--- config.mk ---
export PLATFORM = sky130hd
export DESIGN_NAME = multicycle_control_unit
export DESIGN_NICKNAME = d
export VERILOG_FILES = /design/src/rtl/multicycle_control_unit_pkg.sv /design/src/rtl/multicycle_control_unit_cu_decoder.sv /design/src/rtl/multicycle_control_unit.sv
export SDC_FILE = /design/constraint.sdc
export NUM_CORES = 1
export LEC_CHECK = 0
export ABC_AREA = 1
export CORE_ASPECT_RATIO = 0.6
export CORE_MARGIN = 3
export CORE_UTILIZATION = 43
export CTS_BUF_LIST = sky130_fd_sc_hd__clkbuf_4 sky130_fd_sc_hd__clkbuf_8 sky130_fd_sc_hd__clkbuf_16
export DETAILED_ROUTE_END_ITERATION = 8
export GPL_ROUTABILITY_DRIVEN = 0
export GPL_TIMING_DRIVEN = 0
export PLACE_DENSITY_LB_ADDON = 0.1
export SYNTH_ARGS = -nofsm -noshare
export SYNTH_HDL_FRONTEND = slang
export SYNTH_SLANG_ARGS = --single-unit
--- constraint.sdc ---
create_clock -name i_clk -period 1.67 [get_ports i_clk]
set_clock_uncertainty 0.15 [all_clocks]
set_input_delay 0.334 -clock i_clk [delete_from_list [all_inputs] [get_ports i_clk]]
set_output_delay 0.334 -clock i_clk [all_outputs]
set_load 0.03 [all_outputs]
--- src/rtl/multicycle_control_unit_pkg.sv ---
// Shared encodings for the multi-cycle RV32I control unit: opcodes, ALU ops,
// FSM states, trap causes, instruction classes and datapath mux selects.
package package_param;

  localparam logic [6:0] RTYPE    = 7'b0110011;
  localparam logic [6:0] ITYPE    = 7'b0010011;
  localparam logic [6:0] ILTYPE   = 7'b0000011;
  localparam logic [6:0] STYPE    = 7'b0100011;
  localparam logic [6:0] BTYPE    = 7'b1100011;
  localparam logic [6:0] JALTYPE  = 7'b1101111;
  localparam logic [6:0] JALRTYPE = 7'b1100111;
  localparam logic [6:0] U1TYPE   = 7'b0110111;  // LUI
  localparam logic [6:0] U2TYPE   = 7'b0010111;  // AUIPC

  // ALU ops are {funct7[5], funct3}, so R/I-type words map straight through
  localparam logic [3:0] ALU_ADD  = 4'b0000;
  localparam logic [3:0] ALU_SLL  = 4'b0001;
  localparam logic [3:0] ALU_SLT  = 4'b0010;
  localparam logic [3:0] ALU_SLTU = 4'b0011;
  localparam logic [3:0] ALU_XOR  = 4'b0100;
  localparam logic [3:0] ALU_SRL  = 4'b0101;
  localparam logic [3:0] ALU_OR   = 4'b0110;
  localparam logic [3:0] ALU_AND  = 4'b0111;
  localparam logic [3:0] ALU_SUB  = 4'b1000;
  localparam logic [3:0] ALU_MUL  = 4'b1010;
  localparam logic [3:0] ALU_SRA  = 4'b1101;

  localparam logic [1:0] OP1_RS1  = 2'b00;
  localparam logic [1:0] OP1_PC   = 2'b01;
  localparam logic [1:0] OP1_ZERO = 2'b10;

  localparam logic [1:0] WB_ALU  = 2'b00;
  localparam logic [1:0] WB_PC4  = 2'b10;
  localparam logic [1:0] WB_LOAD = 2'b11;

  typedef enum logic [2:0] {
    ST_RST    = 3'd0,
    ST_FETCH  = 3'd1,
    ST_DECODE = 3'd2,
    ST_EXEC   = 3'd3,
    ST_MEM    = 3'd4,
    ST_WB     = 3'd5,
    ST_TRAP   = 3'd6
  } cu_state_t;

  typedef enum logic [1:0] {
    TC_NONE    = 2'b00,
    TC_ILLEGAL = 2'b01,
    TC_TIMEOUT = 2'b10
  } trap_cause_t;

  typedef enum logic [3:0] {
    CL_R, CL_I, CL_LOAD, CL_STORE, CL_BRANCH,
    CL_JAL, CL_JALR, CL_LUI, CL_AUIPC, CL_MUL
  } instr_class_t;

endpackage

--- src/rtl/multicycle_control_unit_cu_decoder.sv ---
// Combinational instruction decoder for the control unit.
// RV32M_EN additionally accepts R-type MUL (funct7 0000001, funct3 000).
module cu_decoder
  import package_param::*;
(
  input  logic [31:0]   instr,
  output logic [3:0]    alu_opcode,
  output logic          br_unsign,
  output logic [1:0]    op1_sel,
  output logic          op2_sel,
  output logic [1:0]    wb_sel,
  output instr_class_t  instr_class,
  output logic          illegal
);

  logic [6:0] opcode;
  logic [6:0] funct7;
  logic [2:0] funct3;
  logic       unused_fields;

  assign opcode        = instr[6:0];
  assign funct3        = instr[14:12];
  assign funct7        = instr[31:25];
  assign unused_fields = ^{instr[24:15], instr[11:7]};

  always_comb begin
    alu_opcode  = ALU_ADD;
    br_unsign   = 1'b0;
    op1_sel     = OP1_RS1;
    op2_sel     = 1'b1;
    wb_sel      = WB_ALU;
    instr_class = CL_I;
    illegal     = 1'b0;
    case (opcode)
      RTYPE: begin
        instr_class = CL_R;
        op2_sel     = 1'b0;
        alu_opcode  = {funct7[5], funct3};
        if (funct7 == 7'b0000001) begin
`ifdef RV32M_EN
          if (funct3 == 3'b000) begin
            instr_class = CL_MUL;
            alu_opcode  = ALU_MUL;
          end else begin
            illegal = 1'b1;
          end
`else
          illegal = 1'b1;
`endif
        end else if (funct7 != 7'b0000000 && funct7 != 7'b0100000) begin
          illegal = 1'b1;
        end
      end
      // only shift-right-immediate carries the arithmetic bit in instr[30]
      ITYPE:    alu_opcode = (funct3 == 3'b101) ? {instr[30], funct3} : {1'b0, funct3};
      ILTYPE: begin
        instr_class = CL_LOAD;
        wb_sel      = WB_LOAD;
      end
      STYPE:    instr_class = CL_STORE;
      BTYPE: begin
        instr_class = CL_BRANCH;
        op1_sel     = OP1_PC;
        br_unsign   = (funct3[2:1] == 2'b11);
      end
      JALTYPE: begin
        instr_class = CL_JAL;
        op1_sel     = OP1_PC;
        wb_sel      = WB_PC4;
      end
      JALRTYPE: begin
        instr_class = CL_JALR;
        wb_sel      = WB_PC4;
      end
      U1TYPE: begin
        instr_class = CL_LUI;
        op1_sel     = OP1_ZERO;
      end
      U2TYPE: begin
        instr_class = CL_AUIPC;
        op1_sel     = OP1_PC;
      end
      default:  illegal = 1'b1;
    endcase
  end

endmodule

--- src/rtl/multicycle_control_unit.sv ---
// Sequencing FSM for the multi-cycle RV32I core: fetch/decode/exec/mem/wb,
// memory handshake with timeout trap, retire counter. RV32M_EN adds MUL.
module multicycle_control_unit
  import package_param::*;
#(
  parameter int MEM_TIMEOUT = 16,
  parameter int TMO_W       = 8,
  parameter int INSTRET_W   = 32
) (
  input  logic                 i_clk,
  input  logic                 i_rst_n,
  input  logic [31:0]          i_instr,
  input  logic                 i_mem_ready,
  input  logic                 i_br_taken,
  input  logic                 i_mul_done,
  output logic                 o_ir_wren,
  output logic                 o_pc_wren,
  output logic                 o_pc_sel,
  output logic [1:0]           o_op1_sel,
  output logic                 o_op2_sel,
  output logic [3:0]           o_alu_opcode,
  output logic                 o_br_unsign,
  output logic                 o_rd_wren,
  output logic [1:0]           o_wb_sel,
  output logic                 o_mem_req,
  output logic                 o_mem_wren,
  output logic                 o_mul_start,
  output logic                 o_trap,
  output logic [1:0]           o_trap_cause,
  output logic [INSTRET_W-1:0] o_instret
);

  localparam logic [TMO_W-1:0] TMO_LIMIT = TMO_W'(MEM_TIMEOUT);

  cu_state_t            state, state_next;
  trap_cause_t          cause, cause_next;
  logic [TMO_W-1:0]     tmo, tmo_next;
  logic [INSTRET_W-1:0] instret;
  logic                 retire;
  logic                 wait_tick;
  logic                 timed_out;

  logic [3:0]   dec_alu;
  logic         dec_br_unsign;
  logic [1:0]   dec_op1;
  logic         dec_op2;
  logic [1:0]   dec_wb;
  instr_class_t dec_class;
  logic         dec_illegal;

`ifdef RV32M_EN
  logic mul_wait, mul_wait_next;
`else
  logic unused_mul_done;
  assign unused_mul_done = i_mul_done;
  assign o_mul_start     = 1'b0;
`endif

  cu_decoder u_decoder (
    .instr       (i_instr),
    .alu_opcode  (dec_alu),
    .br_unsign   (dec_br_unsign),
    .op1_sel     (dec_op1),
    .op2_sel     (dec_op2),
    .wb_sel      (dec_wb),
    .instr_class (dec_class),
    .illegal     (dec_illegal)
  );

  // a ready arriving in the limit cycle is checked first, so it wins
  assign timed_out = (MEM_TIMEOUT != 0) && (tmo == TMO_LIMIT);

  always_comb begin
    state_next   = state;
    cause_next   = cause;
    retire       = 1'b0;
    wait_tick    = 1'b0;
    o_ir_wren    = 1'b0;
    o_pc_wren    = 1'b0;
    o_pc_sel     = 1'b0;
    o_op1_sel    = OP1_RS1;
    o_op2_sel    = 1'b0;
    o_alu_opcode = ALU_ADD;
    o_br_unsign  = 1'b0;
    o_rd_wren    = 1'b0;
    o_wb_sel     = WB_ALU;
    o_mem_req    = 1'b0;
    o_mem_wren   = 1'b0;
`ifdef RV32M_EN
    o_mul_start   = 1'b0;
    mul_wait_next = 1'b0;
`endif
    // ALU stays steered through MEM and WB so addresses/targets remain valid
    if (state inside {ST_EXEC, ST_MEM, ST_WB}) begin
      o_alu_opcode = dec_alu;
      o_br_unsign  = dec_br_unsign;
      o_op1_sel    = dec_op1;
      o_op2_sel    = dec_op2;
    end
    case (state)
      ST_RST:    state_next = ST_FETCH;
      ST_FETCH: begin
        o_mem_req = 1'b1;
        if (i_mem_ready) begin
          o_ir_wren  = 1'b1;
          state_next = ST_DECODE;
        end else if (timed_out) begin
          state_next = ST_TRAP;
          cause_next = TC_TIMEOUT;
        end else begin
          wait_tick = 1'b1;
        end
      end
      ST_DECODE: begin
        if (dec_illegal) begin
          state_next = ST_TRAP;
          cause_next = TC_ILLEGAL;
        end else begin
          state_next = ST_EXEC;
        end
      end
      ST_EXEC: begin
        case (dec_class)
          CL_BRANCH: begin
            o_pc_wren  = 1'b1;
            o_pc_sel   = i_br_taken;
            retire     = 1'b1;
            state_next = ST_FETCH;
          end
          CL_LOAD, CL_STORE: state_next = ST_MEM;
`ifdef RV32M_EN
          CL_MUL: begin
            o_mul_start = !mul_wait;
            if (i_mul_done) state_next = ST_WB;
            else            mul_wait_next = 1'b1;
          end
`endif
          default:   state_next = ST_WB;
        endcase
      end
      ST_MEM: begin
        o_mem_req  = 1'b1;
        o_mem_wren = (dec_class == CL_STORE);
        if (i_mem_ready) begin
          if (dec_class == CL_STORE) begin
            o_pc_wren  = 1'b1;
            retire     = 1'b1;
            state_next = ST_FETCH;
          end else begin
            state_next = ST_WB;
          end
        end else if (timed_out) begin
          state_next = ST_TRAP;
          cause_next = TC_TIMEOUT;
        end else begin
          wait_tick = 1'b1;
        end
      end
      ST_WB: begin
        o_rd_wren  = (i_instr[11:7] != 5'd0);
        o_pc_wren  = 1'b1;
        o_pc_sel   = (dec_class == CL_JAL) || (dec_class == CL_JALR);
        o_wb_sel   = dec_wb;
        retire     = 1'b1;
        state_next = ST_FETCH;
      end
      ST_TRAP:   state_next = ST_TRAP;
      default:   state_next = ST_RST;
    endcase
    if (state_next != state) tmo_next = '0;
    else if (wait_tick)      tmo_next = tmo + TMO_W'(1);
    else                     tmo_next = tmo;
  end

  always_ff @(posedge i_clk or negedge i_rst_n) begin
    if (!i_rst_n) begin
      state   <= ST_RST;
      cause   <= TC_NONE;
      tmo     <= '0;
      instret <= '0;
    end else begin
      state <= state_next;
      cause <= cause_next;
      tmo   <= tmo_next;
      if (retire) instret <= instret + INSTRET_W'(1);
    end
  end

`ifdef RV32M_EN
  always_ff @(posedge i_clk or negedge i_rst_n) begin
    if (!i_rst_n) mul_wait <= 1'b0;
    else          mul_wait <= mul_wait_next;
  end
`endif

  assign o_trap       = (state == ST_TRAP);
  assign o_trap_cause = cause;
  assign o_instret    = instret;

endmodule

-- Word level (Yosys, flattened, before mapping)
Cells that the tools add are included.
- flip-flop bits (word level): 45
- logic and storage cells: 92
- input bits: 37
- add/sub/neg operators: 2
- reductions and logical operators: 15
- multiplexer cells: 42
- eq/ne operators: 29
- operator list (cell ; count):
    adder 32 x 1 -> 32 bit, second input constant ; 1
    one-hot mux 4 bit (8 select lines) ; 1
    equality test 7 x 6 -> 1 bit, second input constant ; 3
    equality test 7 bit, second input constant ; 3
    2-to-1 mux 1 bit ; 18
    one-hot mux 3 bit (6 select lines) ; 1
    2-to-1 mux 8 bit ; 2
    2-to-1 mux 3 bit ; 5
    equality test 7 x 5 -> 1 bit, second input constant ; 2
    equality test 3 bit, second input constant ; 4
    equality test 4 x 3 -> 1 bit, second input constant ; 3
    one-hot mux 2 bit (2 select lines) ; 3
    2-to-1 mux 2 bit ; 5
    adder 8 x 1 -> 8 bit, second input constant ; 1
    equality test 4 x 2 -> 1 bit, second input constant ; 2
    equality test 8 x 5 -> 1 bit, second input constant ; 1
    2-to-1 mux 4 bit ; 2
    one-hot mux 4 bit (2 select lines) ; 1
    OR reduction 2 bit ; 4
    OR reduction 8 bit ; 1
    equality test 7 x 1 -> 1 bit, second input constant ; 1
    equality test 7 x 2 -> 1 bit, second input constant ; 1
    != test 7 x 6 -> 1 bit, second input constant ; 1
    nonzero test 7 bit ; 1
    17 further kinds ; 21

-- Longest topological paths before layout
- depth after elaboration: 9
- gate-level depth with buffers: 12
- gate-level depth less buffers: 12

-- Modules after synthesis
From an unflattened synthesis, not the netlist that was laid out.
- cell total of the unflattened synthesis: 464
- area, all modules: 3240.6 um^2
- by module, submodules not included (module ; cells each ; instances ; seq. area each (um^2) ; area an instance (um^2)):
    multicycle_control_unit ; 400 ; 1 ; 1126.1 ; 2941.6
    cu_decoder ; 64 ; 1 ; 0.0 ; 299.0

-- Worst setup path after synthesis
Ideal clock, no wire load.
- kind: reg2out
- start: register state[2]
- end: output port o_br_unsign
- data arrival time: 1.732 ns
- setup slack: -0.546 ns
- cell stages (with the launch flop): 4
- path buffers: 0
- cell sequence: dfrtp_1 > nor2_2 > nor2_1 > nor4_1
- cells in the longest elaborated chain, start to end: 3
- elaborated cells on any way between the ends: 5
- RTL lines (what ; line ; source):
    start, declared ; multicycle_control_unit.sv:35 ; cu_state_t state, state_next;
    start signal, assigned ; multicycle_control_unit.sv:182 ; state <= state_next;
    equality test 3 x 2 -> 1 bit or equality test 3 bit (tied branches) ; multicycle_control_unit.sv:94 ; if (state inside {ST_EXEC, ST_MEM, ST_WB}) begin
    nonzero test 3 bit * ; multicycle_control_unit.sv:94 ;
    2-to-1 mux 1 bit * ; multicycle_control_unit.sv:94 ;
    end, declared ; multicycle_control_unit.sv:22 ; output logic o_br_unsign,
Every way passes the cells marked *; elsewhere a longest branch is shown, timed or not.

-- Final worst setup path
- start: register state[1]
- end: register tmo[7]
- cells in the longest elaborated chain, start to end: 5
- elaborated cells on any way between the ends: 17
- RTL lines (what ; line ; source):
    equality test 3 bit, or another cell as far along ; multicycle_control_unit.sv:100 ; case (state)
    OR reduction 2 bit (no line), or another cell as far along ; n/a ;
    one-hot mux 3 bit (6 select lines) ; multicycle_control_unit.sv:100 ;
    != test 3 bit ; multicycle_control_unit.sv:170 ; if (state_next != state) tmo_next = '0;
    2-to-1 mux 8 bit or nonzero test 2 bit (tied branches) ; n/a ;
    end signal, assigned ; multicycle_control_unit.sv:184 ; tmo <= tmo_next;
    end, declared ; multicycle_control_unit.sv:37 ; logic [TMO_W-1:0] tmo, tmo_next;
Parallel ways exist; a longest one is shown, timed or not.
A chain may end at the register's enable or synchronous reset.

==> qor.csv <==
stage,metric,value,unit
cells_and_area,final design utilization,0.834,
power,Clk pwr share,0.156,
cells_and_area,area of the multi-input gates,0.00230,mm²
logic_synthesis,number of enable flip-flop cells after synthesis,0,
sta,setup violators final,60,
cts,Root Driver,clkbuf_16,
logic_synthesis,Syn Area/Cell,7.63,µm²
cts,clock latency on the worst-skew pair,290,ps
logic_synthesis,Seq cells post-synth,45,
setup_path,Worst path slowest cell,dfrtp_1,
power,Logic pwr share,0.618,
sta,worst hold slack,253,ps
cells_and_area,most frequent cells in the layout,"nand2_1, buf_4, dlygate4sd2_1, buf_6, inv_1",
sta,fin crit period,2150,ps
sta,worst setup margin,-477,ps
power,Sw Ratio,0.450,
logic_synthesis,ys async rst share,1.00,
cells_and_area,fillers,351,
floorplan,Die H,70.4,µm
cts,clock tree buffer depth,2,
route,DRC errors left,0,
power,Net Sw Power,2.92,mW
grt,busiest layer in global routing,met2,
power,maximum vdd drop,1.04,mV
logic_synthesis,share of the synthesized area in the top cell type,0.379,
logic_synthesis,syn_nets,430,
floorplan,core area,0.00639,mm²
sta,endpoints failing hold,0,
route,Routed WL,11900,µm
flow_run,number of max-cap violations,0,
floorplan,row count,22,
setup_path,crit path cell chain,"inv_2, buf_4, buf_6, buf_6, buf_6, nand2_8, o21ai_1, a21oi_1, nand2_4, nor3_2",
cts,H-tree depth,2,
setup_path,Worst setup SP type,flip-flop,
logic_synthesis,"area leader, netlist",dfrtp_1,
status,outcome,finished with violations,
setup_path,Worst EP arrival,2200,ps
setup_path,crit-path most repeated cell,buf_6,
floorplan,Ports,89,
logic_synthesis,synth top area cells,"dfrtp_1, nand2_1, xor2_1",
grt,routing usage on met1,0.376,
grt,antenna violations before repair,0,
setup_path,Worst R2R Path Depth,10,
cts,TritonCTS clock tree,done,
power,Internal Pwr Total,3.57,mW
sta,fmax,466,MHz
setup_path,"Req. time, crit path",1730,ps
grt,vias in the first global route,3519,
min_path,path category of the worst min-delay check,in2async,
status,failing checks,negative setup slack,
cts,Sink Count,45,
sta,setup TNS,-15690,ps
sta,Final Cycle Share,1.29,
logic_synthesis,Cells after Synth,390,
setup_path,CP endpoint kind,flip-flop,
cells_and_area,fin nets,583,
logic_synthesis,Netlist Area Pre-Place,0.00297,mm²
floorplan,Starting Density,0.466,
grt,GRT Overall Usage,0.268,
route,post-DR wirelength/cell,19.0,µm
setup_path,Crit Path Max Fanout,5,
cells_and_area,P&R area growth vs syn,79.2,%
logic_synthesis,main flop type after synthesis,dfrtp_1,
floorplan,die area,0.00798,mm²
sta,RSZ-0062 raised after global routing,true,
placement,IO buf count,76,
cells_and_area,ant diodes,0,
route,vias per cell,5.70,
grt,Global Route met3 Usage,0.0545,
floorplan,Horiz. Die Dim,113,µm
route,TritonRoute pass-1 iters,5,
sta,final slew viol count,0,
grt,maximum number of pins on one net before global-route repair,40,
logic_synthesis,YS warnings,0,
cells_and_area,sequential cell area,0.00115,mm²
grt,GR Layer Usage met2,0.424,
power,static leakage,2.57,nW
cts,"Reg clk slew, reported paths",70,ps
logic_synthesis,"Seq/Total Area, Yosys",0.379,
route,total vias in the final route,3579,
setup_path,Crit Path Class,reg2reg,
placement,DP Wirelength,6270,µm
setup_path,max incr delay on CP,410,ps
cells_and_area,share of layout cells above drive strength 1,0.482,
power,part of the power in registers,0.226,
power,pwr dens,1220,mW/mm²
logic_synthesis,"Distinct cells, synth",38,
grt,GR Overflow Total,0,
route,drt first-iter violations,292,
route,DRT antenna net count,0,
cells_and_area,"commonest non-fill, non-tap cell in the layout",nand2_1,
grt,first-pass GRT wire length,17300,µm
cts,Num CTS Buffers,5,
-- registers in the layout (all words and copies together), names as in the netlist --
name / cells
state: 3
o_instret: 32
o_trap_cause: 2
tmo: 8
-- power by group through the flow --
stage               logic [mW]  registers [mW]  clock network (mW)
global route              4.22            1.49                1.06
detailed placement        2.22            1.50                   0
floorplan                 1.35            1.66                   0
finish                    4.01            1.47                1.01
global placement          2.19            1.49                   0
CTS                       3.45            1.46                1.00
-- worst paths after layout --
check                                                  from                     endpoint  slack (ps)
worst max-delay path                     state[1]$_DFF_PN0_           tmo[7]$_DFFE_PN0P_        -480
worst min-delay path                                i_rst_n           tmo[1]$_DFFE_PN0P_         250
worst max register to register           state[1]$_DFF_PN0_           tmo[7]$_DFFE_PN0P_        -480
worst min register to register  o_trap_cause[0]$_DFFE_PN0P_  o_trap_cause[0]$_DFFE_PN0P_         330
max in group asynchronous                           i_rst_n    o_instret[10]$_DFFE_PN0P_         630
min in group i_clk              o_trap_cause[0]$_DFFE_PN0P_  o_trap_cause[0]$_DFFE_PN0P_         330
-- timing repair --
action                                  CTS  global route
endpoints found under the setup margin   92            61
pin swaps                                57            34
gates resized for setup                 306            47
hold buffers                              1             0
buffers inserted                         55            15
cloned                                    1             0
hold endpoints to repair                  6             0
-- per-layer routing --
metal,wire length [µm],up-vias,share of wire
li1,-,1578,-
met1,4870,1731,0.41
met2,5570,220,0.47
met3,1060,50,0.089
met4,413,0,0.035
met5,0,-,0
-- synth_stat cells (all sizes together), types with 2 or more instances --
cell,count
a21oi,5
ha,3
nor3,23
nand3,30
buf,3
xnor2,15
a31oi,3
dfrtp,45
nand3b,2
xor2,21
inv,50
o21a,2
nor4,6
nand2,100
nor2,51
o21ai,10
nand4,12
-- metrics by stage --
| step | power [mW] | setup WS, ps | std cells | instance area, µm² |
|---|---|---|---|---|
| global route | 6.77 | -550 | 628 | 5330 |
| global placement | 3.68 | -1350 | 550 | 4020 |
| floorplan | 3.01 | -241 | 390 | 3150 |
| CTS | 5.91 | -409 | 616 | 5030 |
| detailed placement | 3.73 | -1360 | 551 | 4040 |
| finish | 6.49 | -477 | 628 | 5330 |
-- cell families (layout without fill, tap and decap cells) --
| logic type | after synthesis | count (layout) | share of synthesized area |
|---|---|---|---|
| buffers and inverters | 53 | 207 | 0.0732 |
| multiplexers | 1 | 1 | 0.00379 |
| AO/OA/AOI/OAI | 23 | 23 | 0.0454 |
| AND/OR/NAND/NOR | 228 | 228 | 0.379 |
| XOR/XNOR | 36 | 36 | 0.106 |
| adder cells (fa/ha/maj) | 3 | 3 | 0.0126 |
| other | 1 | 1 | 0.00126 |
| flip-flops | 45 | 45 | 0.379 |
-- area by class of cell --
cell class / instances / share of cell area
timing repair buffer: 146 / 0.259
clock buffer: 5 / 0.0235
tap: 84 / 0.0197
inverter: 50 / 0.0399
buffer: 3 / 0.00704
multi-input combinational: 292 / 0.431
clock inverter: 3 / 0.00399
sequential: 45 / 0.216
-- critical path, delay by kind of cell (launching register included) --
| family | cells | cell delay (ps) |
|---|---|---|
| buf+inv | 5 | 580 |
| flops | 1 | 410 |
| simple gates | 3 | 440 |
| compound gates | 2 | 480 |
Power figures use the tool's default switching activity.
